[src/rtl/x1_cond_pkg.sv]
// Shared types and defaults for the x1 input conditioner.
package x1_cond_pkg;

  typedef enum logic [1:0] {
    LO_STABLE = 2'd0,
    CHK_HI    = 2'd1,
    HI_STABLE = 2'd2,
    CHK_LO    = 2'd3
  } x1_cond_state_t;

  localparam int X1_DEBOUNCE_DEFAULT = 4;
  localparam int X1_GLITCH_W_DEFAULT = 4;

endpackage

[src/rtl/x1_input_conditioner_sync2.sv]
// Two-flop synchronizer for a single asynchronous level; resets to 0.
module sync2 (
  input  logic clk,
  input  logic rst,
  input  logic d,
  output logic q
);

  logic s1_r;
  logic s2_r;

  // Shift the pad level through two flops to settle metastability.
  always_ff @(posedge clk) begin
    if (rst) begin
      s1_r <= 1'b0;
      s2_r <= 1'b0;
    end else begin
      s1_r <= d;
      s2_r <= s1_r;
    end
  end

  assign q = s2_r;

endmodule

[src/rtl/x1_input_conditioner.sv]
// Debounces the raw ui_in[0] pad level into x1 for the Moore sequence machine.
// At chip level: uo_out[4] = x1_rise, uo_out[7:5] = glitch_cnt[2:0].
// Optional feature macro: X1_COND_EDGE_PULSE_EN builds the x1_rise/x1_fall
// edge flops; without it both ports are tied to 0.
module x1_input_conditioner
  import x1_cond_pkg::*;
#(
  parameter int DEBOUNCE_CYCLES = X1_DEBOUNCE_DEFAULT,
  parameter int GLITCH_W        = X1_GLITCH_W_DEFAULT
) (
  input  logic                clk,
  input  logic                rst,
  input  logic                raw_in,
  output logic                x1,
  output logic                x1_rise,
  output logic                x1_fall,
  output logic [GLITCH_W-1:0] glitch_cnt
);

  localparam int CNT_W = $clog2(DEBOUNCE_CYCLES + 1);
  localparam logic [CNT_W-1:0]    CNT_LAST   = CNT_W'(DEBOUNCE_CYCLES - 1);
  localparam logic [CNT_W-1:0]    CNT_ZERO   = {CNT_W{1'b0}};
  localparam logic [GLITCH_W-1:0] GLITCH_MAX = {GLITCH_W{1'b1}};

  if ((DEBOUNCE_CYCLES < 1) || (DEBOUNCE_CYCLES > 255)) begin : g_bad_debounce
    $error("x1_input_conditioner: DEBOUNCE_CYCLES must be in 1..255");
  end

  logic               s2;
  x1_cond_state_t     state_r;
  x1_cond_state_t     state_nxt_s;
  logic [CNT_W-1:0]   cnt_r;
  logic [CNT_W-1:0]   cnt_nxt_s;
  logic [GLITCH_W-1:0] glitch_r;
  logic [GLITCH_W-1:0] glitch_nxt_s;
  logic               glitch_inc_s;
  logic               x1_r;
  logic               x1_nxt_s;

  sync2 u_sync2 (
    .clk (clk),
    .rst (rst),
    .d   (raw_in),
    .q   (s2)
  );

  // Next-state, debounce count, glitch accounting and next x1 level.
  always_comb begin
    state_nxt_s  = state_r;
    cnt_nxt_s    = cnt_r;
    glitch_inc_s = 1'b0;
    case (state_r)
      LO_STABLE: begin
        if (s2) begin
          state_nxt_s = CHK_HI;
          cnt_nxt_s   = CNT_ZERO;
        end else begin
          state_nxt_s = LO_STABLE;
        end
      end
      CHK_HI: begin
        if (!s2) begin
          state_nxt_s  = LO_STABLE;
          glitch_inc_s = 1'b1;
        end else if (cnt_r == CNT_LAST) begin
          state_nxt_s = HI_STABLE;
        end else begin
          cnt_nxt_s = cnt_r + CNT_W'(1);
        end
      end
      HI_STABLE: begin
        if (!s2) begin
          state_nxt_s = CHK_LO;
          cnt_nxt_s   = CNT_ZERO;
        end else begin
          state_nxt_s = HI_STABLE;
        end
      end
      CHK_LO: begin
        if (s2) begin
          state_nxt_s  = HI_STABLE;
          glitch_inc_s = 1'b1;
        end else if (cnt_r == CNT_LAST) begin
          state_nxt_s = LO_STABLE;
        end else begin
          cnt_nxt_s = cnt_r + CNT_W'(1);
        end
      end
      default: begin
        state_nxt_s = LO_STABLE;
        cnt_nxt_s   = CNT_ZERO;
      end
    endcase

    // x1 is high while stable-high or still checking a possible fall.
    x1_nxt_s = (state_nxt_s == HI_STABLE) || (state_nxt_s == CHK_LO);

    // Saturate rather than wrap so a noisy pad never reads as quiet.
    if (glitch_inc_s && (glitch_r != GLITCH_MAX)) begin
      glitch_nxt_s = glitch_r + GLITCH_W'(1);
    end else begin
      glitch_nxt_s = glitch_r;
    end
  end

  // State, counters and the registered x1 level.
  always_ff @(posedge clk) begin
    if (rst) begin
      state_r  <= LO_STABLE;
      cnt_r    <= CNT_ZERO;
      glitch_r <= {GLITCH_W{1'b0}};
      x1_r     <= 1'b0;
    end else begin
      state_r  <= state_nxt_s;
      cnt_r    <= cnt_nxt_s;
      glitch_r <= glitch_nxt_s;
      x1_r     <= x1_nxt_s;
    end
  end

`ifdef X1_COND_EDGE_PULSE_EN
  logic rise_r;
  logic fall_r;

  // One-cycle pulses aligned with the first cycle of the new x1 level.
  always_ff @(posedge clk) begin
    if (rst) begin
      rise_r <= 1'b0;
      fall_r <= 1'b0;
    end else begin
      rise_r <= x1_nxt_s & ~x1_r;
      fall_r <= ~x1_nxt_s & x1_r;
    end
  end

  assign x1_rise = rise_r;
  assign x1_fall = fall_r;
`else
  assign x1_rise = 1'b0;
  assign x1_fall = 1'b0;
`endif

  assign x1         = x1_r;
  assign glitch_cnt = glitch_r;

endmodule

[config.mk]
export PLATFORM = sky130hd
export DESIGN_NAME = x1_input_conditioner
export DESIGN_NICKNAME = d
export VERILOG_FILES = /design/src/rtl/x1_cond_pkg.sv /design/src/rtl/x1_input_conditioner_sync2.sv /design/src/rtl/x1_input_conditioner.sv
export SDC_FILE = /design/constraint.sdc
export NUM_CORES = 1
export LEC_CHECK = 0
export CAP_MARGIN = 20
export CORE_AREA = 2 2 39 41
export CTS_CLUSTER_SIZE = 20
export DETAILED_ROUTE_END_ITERATION = 8
export DIE_AREA = 0 0 41 43
export PLACE_DENSITY = 0.69
export SLEW_MARGIN = 20
export SYNTH_ARGS = -nofsm -noshare
export SYNTH_HDL_FRONTEND = slang
export SYNTH_SLANG_ARGS = --single-unit
[constraint.sdc]
create_clock -name clk -period 2.1 [get_ports clk]
set_input_delay 0.315 -clock clk [delete_from_list [all_inputs] [get_ports clk]]
set_output_delay 0.315 -clock clk [all_outputs]
set_load 0.01 [all_outputs]
==> key figures <==
Run status
  – Status: complete, no violations

Critical path
  – CP Max Fanout: 5
  – Worst Setup SP: glitch_cnt[0]
  – CP Capture Type: flip-flop
  – Critical Path Max Stage Delay: 0.37 ns
  – Critical path, cell by cell: ha_1 > and3_1 > nor3_1 > mux2_2
  – Buf+Inv Stages, Crit Path: 0
  – Crit path kind: flip-flop to flip-flop
  – CP required: 2.26 ns
  – Critical R2R Launch: glitch_cnt[0]
  – Crit start category: flip-flop
  – CP Data Arrival Time: 1.73 ns
  – Slowest stage cell, crit path: mux2_2
  – Top delay family on crit path: simple AND/OR/NAND/NOR gates

CTS
  – Post-CTS Hold Buffers: 0
  – Post-CTS Setup Bufs: 0
  – Root buf cell: clkbuf_4
  – Clk buf depth: 2
  – Worst-Skew Late Latency: 0.27 ns
  – Htree depth: 1
  – CTS tree: built
  – Number of CTS-inserted buffers: 3
  – Clock transition at the registers of the reported paths: 0.07 ns
  – Clock sink count: 12
  – Post-cts sizing count: 0

Final layout
  – Area Overhead vs Synth: 20.8%
  – Most frequent cells in the layout: dfxtp_1 (12), clkdlybuf4s50_1 (7), nor2b_1 (5), a21oi_1 (5)
  – Nets@finish: 74
  – N_diodes: 0
  – Most common cell after layout, fill and taps aside: dfxtp_1
  – Share of cells above drive strength 1: 8.96%
  – Design Area, Final: 646 sq um

Power
  – Leak pwr: 0.246 nW
  – Worst vdd ir: 0.444 mV
  – Power Density: 672 mW/mm^2

Floorplanning
  – Die ar.: 0.00176 sq mm
  – Die W: 41 um
  – I/O pins: 10
  – Core Area: 0.00138 sq mm
  – Initial Util: 38.6%
  – Row count: 14
  – Die Y: 43 um

Place
  – Dpl ws: 0.507 ns
  – Buffers on Ports: 7
  – RD Place Congestion: 0.726
  – Hpwl dp: 662 um
  – Placed cell areas: 609 sq um

Global routing
  – Largest net degree at the start of global routing: 16
  – Met3 Use GR: 4.71%
  – Antenna violations before repair: 0
  – First-pass GRT wire length: 1.48 mm
  – M2 GR Usage: 17.8%
  – Busiest grt layer: met2
  – All-layer global routing usage: 13.0%
  – Grt total ovfl: 0
  – Vias in the first global route: 360
  – GR met1 Demand/Resource: 15.7%

Routing
  – Vias/cell: 5.05
  – Post-route ant nets: 0
  – WL/cell: 10.9 um
  – Initial drt markers: 4
  – Drt first pass iters: 2
  – Vias: 419
  – Post-route DRC: 0
  – Drt total wl: 902 um

Run
  – Max Cap Violations: 0

STA
  – WHS: 0.449 ns
  – Min Tclk post-route: 1.56 ns
  – Final setup vio count: 0
  – Highest clock rate: 0.639 GHz
  – Fin. Hold Viols: 0
  – Worst Slack Setup Final: 0.535 ns
  – Final setup TNS: 0 ns
  – RSZ-0062 raised after global routing: false
  – Final Max Slew Viols: 0
  – Part of the cycle the worst path needs: 74.5%
  – Max Clock Skew: 0.000129 ns

Logic synthesis
  – Synth warn: 0
  – Cell area after synthesis: 534 sq um
  – Avg Cell Area, Syn: 9.21 sq um
  – Synth cell types: 25
  – Sequential-to-total area share from yosys stat: 45.0%
  – Cells after Synth: 58
  – Synth Register Bits: 12

Min path
  – Hold Path Origin: u_sync2.s1_r
  – Hold WC Path Type: flip-flop to flip-flop
-- flip-flops by register name, indices dropped and copies added (netlist names) --
register	cells
glitch_cnt	4
cnt_r	3
state_r	2
u_sync2.q	1
u_sync2.s1_r	1
x1	1
-- logic make-up after synthesis --
kind of cell	count (synthesis)	share of synthesized area [%]
AO/OA/AOI/OAI	10	10.3
XOR/XNOR	2	3.28
adder cells (fa/ha/maj)	3	7.03
buffers and inverters	5	4.92
flip-flops	12	45.0
multiplexers	3	6.09
other	1	0.702
AND/OR/NAND/NOR	22	22.7
-- worst paths after layout --
check / endpoint / slack [ns] / cells after the start
max: glitch_cnt[0] / 0.54 / 4
min: u_sync2.q / 0.45 / 1
max reg2reg: glitch_cnt[0] / 0.54 / 4
min reg2reg: u_sync2.q / 0.45 / 1
-- layout make-up --
type                    instances  area, sq um
clock buffers                   4         36.3
fillers                       143          738
inverters                       2         7.51
multi-input cells              42          272
flip-flops and latches         12          240
well taps                      16         20.0
repair buffers                  7         70.1
-- layer usage --
metal / up-vias / share of wire [%]
met5: - / 0
met4: 0 / 1.1
met3: 2 / 4.1
met2: 7 / 49
met1: 191 / 45
li1: 219 / -
-- synthesized netlist by cell type --
| cell | instances | area share, % |
|---|---|---|
| a31oi_1 | 1 | 1.2 |
| nor3_1 | 2 | 1.9 |
| nor2b_1 | 5 | 5.9 |
| buf_4 | 2 | 2.8 |
| dfxtp_1 | 12 | 45 |
| conb_1 | 1 | 0.70 |
| mux2i_1 | 1 | 1.9 |
| a21oi_1 | 5 | 4.7 |
| xor2_1 | 1 | 1.6 |
| nand4_1 | 1 | 1.2 |
| a311oi_1 | 1 | 1.6 |
| clkbuf_1 | 1 | 0.70 |
| nand2_1 | 3 | 2.1 |
| o21ai_0 | 3 | 2.8 |
| nor2_1 | 3 | 2.1 |
| nor4_1 | 1 | 1.2 |
| nand3_1 | 1 | 0.94 |
| inv_1 | 2 | 1.4 |
| and3_1 | 1 | 1.2 |
| and2_1 | 1 | 1.2 |
| or4_1 | 2 | 2.8 |
| nand2b_1 | 2 | 2.3 |
| mux2_2 | 2 | 4.2 |
| ha_1 | 3 | 7.0 |
| xnor2_1 | 1 | 1.6 |
-- per-stage QoR --
stage                     total power, W  instances  util (%)
after floorplan                 0.000253         59         -
after global placement          0.000258         79      44.0
after detailed placement        0.000259         79      44.0
after CTS                       0.000440         83      46.7
after global routing            0.000452         83      46.7
final                           0.000434         83      46.7
-- where the power goes --
group          leakage, nW  internal, W  switching [W]
Sequential          0.0972     0.000231     0.00000257
Combinational        0.128   0.00000929      0.0000107
Clock               0.0210     0.000105      0.0000752
Total                0.246     0.000345      0.0000884
-- worst register-to-register path, cell delays in order, from the launching register on --
cell	delay, ns
dfxtp_1	0.34
ha_1	0.24
and3_1	0.20
nor3_1	0.31
mux2_2	0.37
Note: power is estimated with default switching activity, not from simulation.
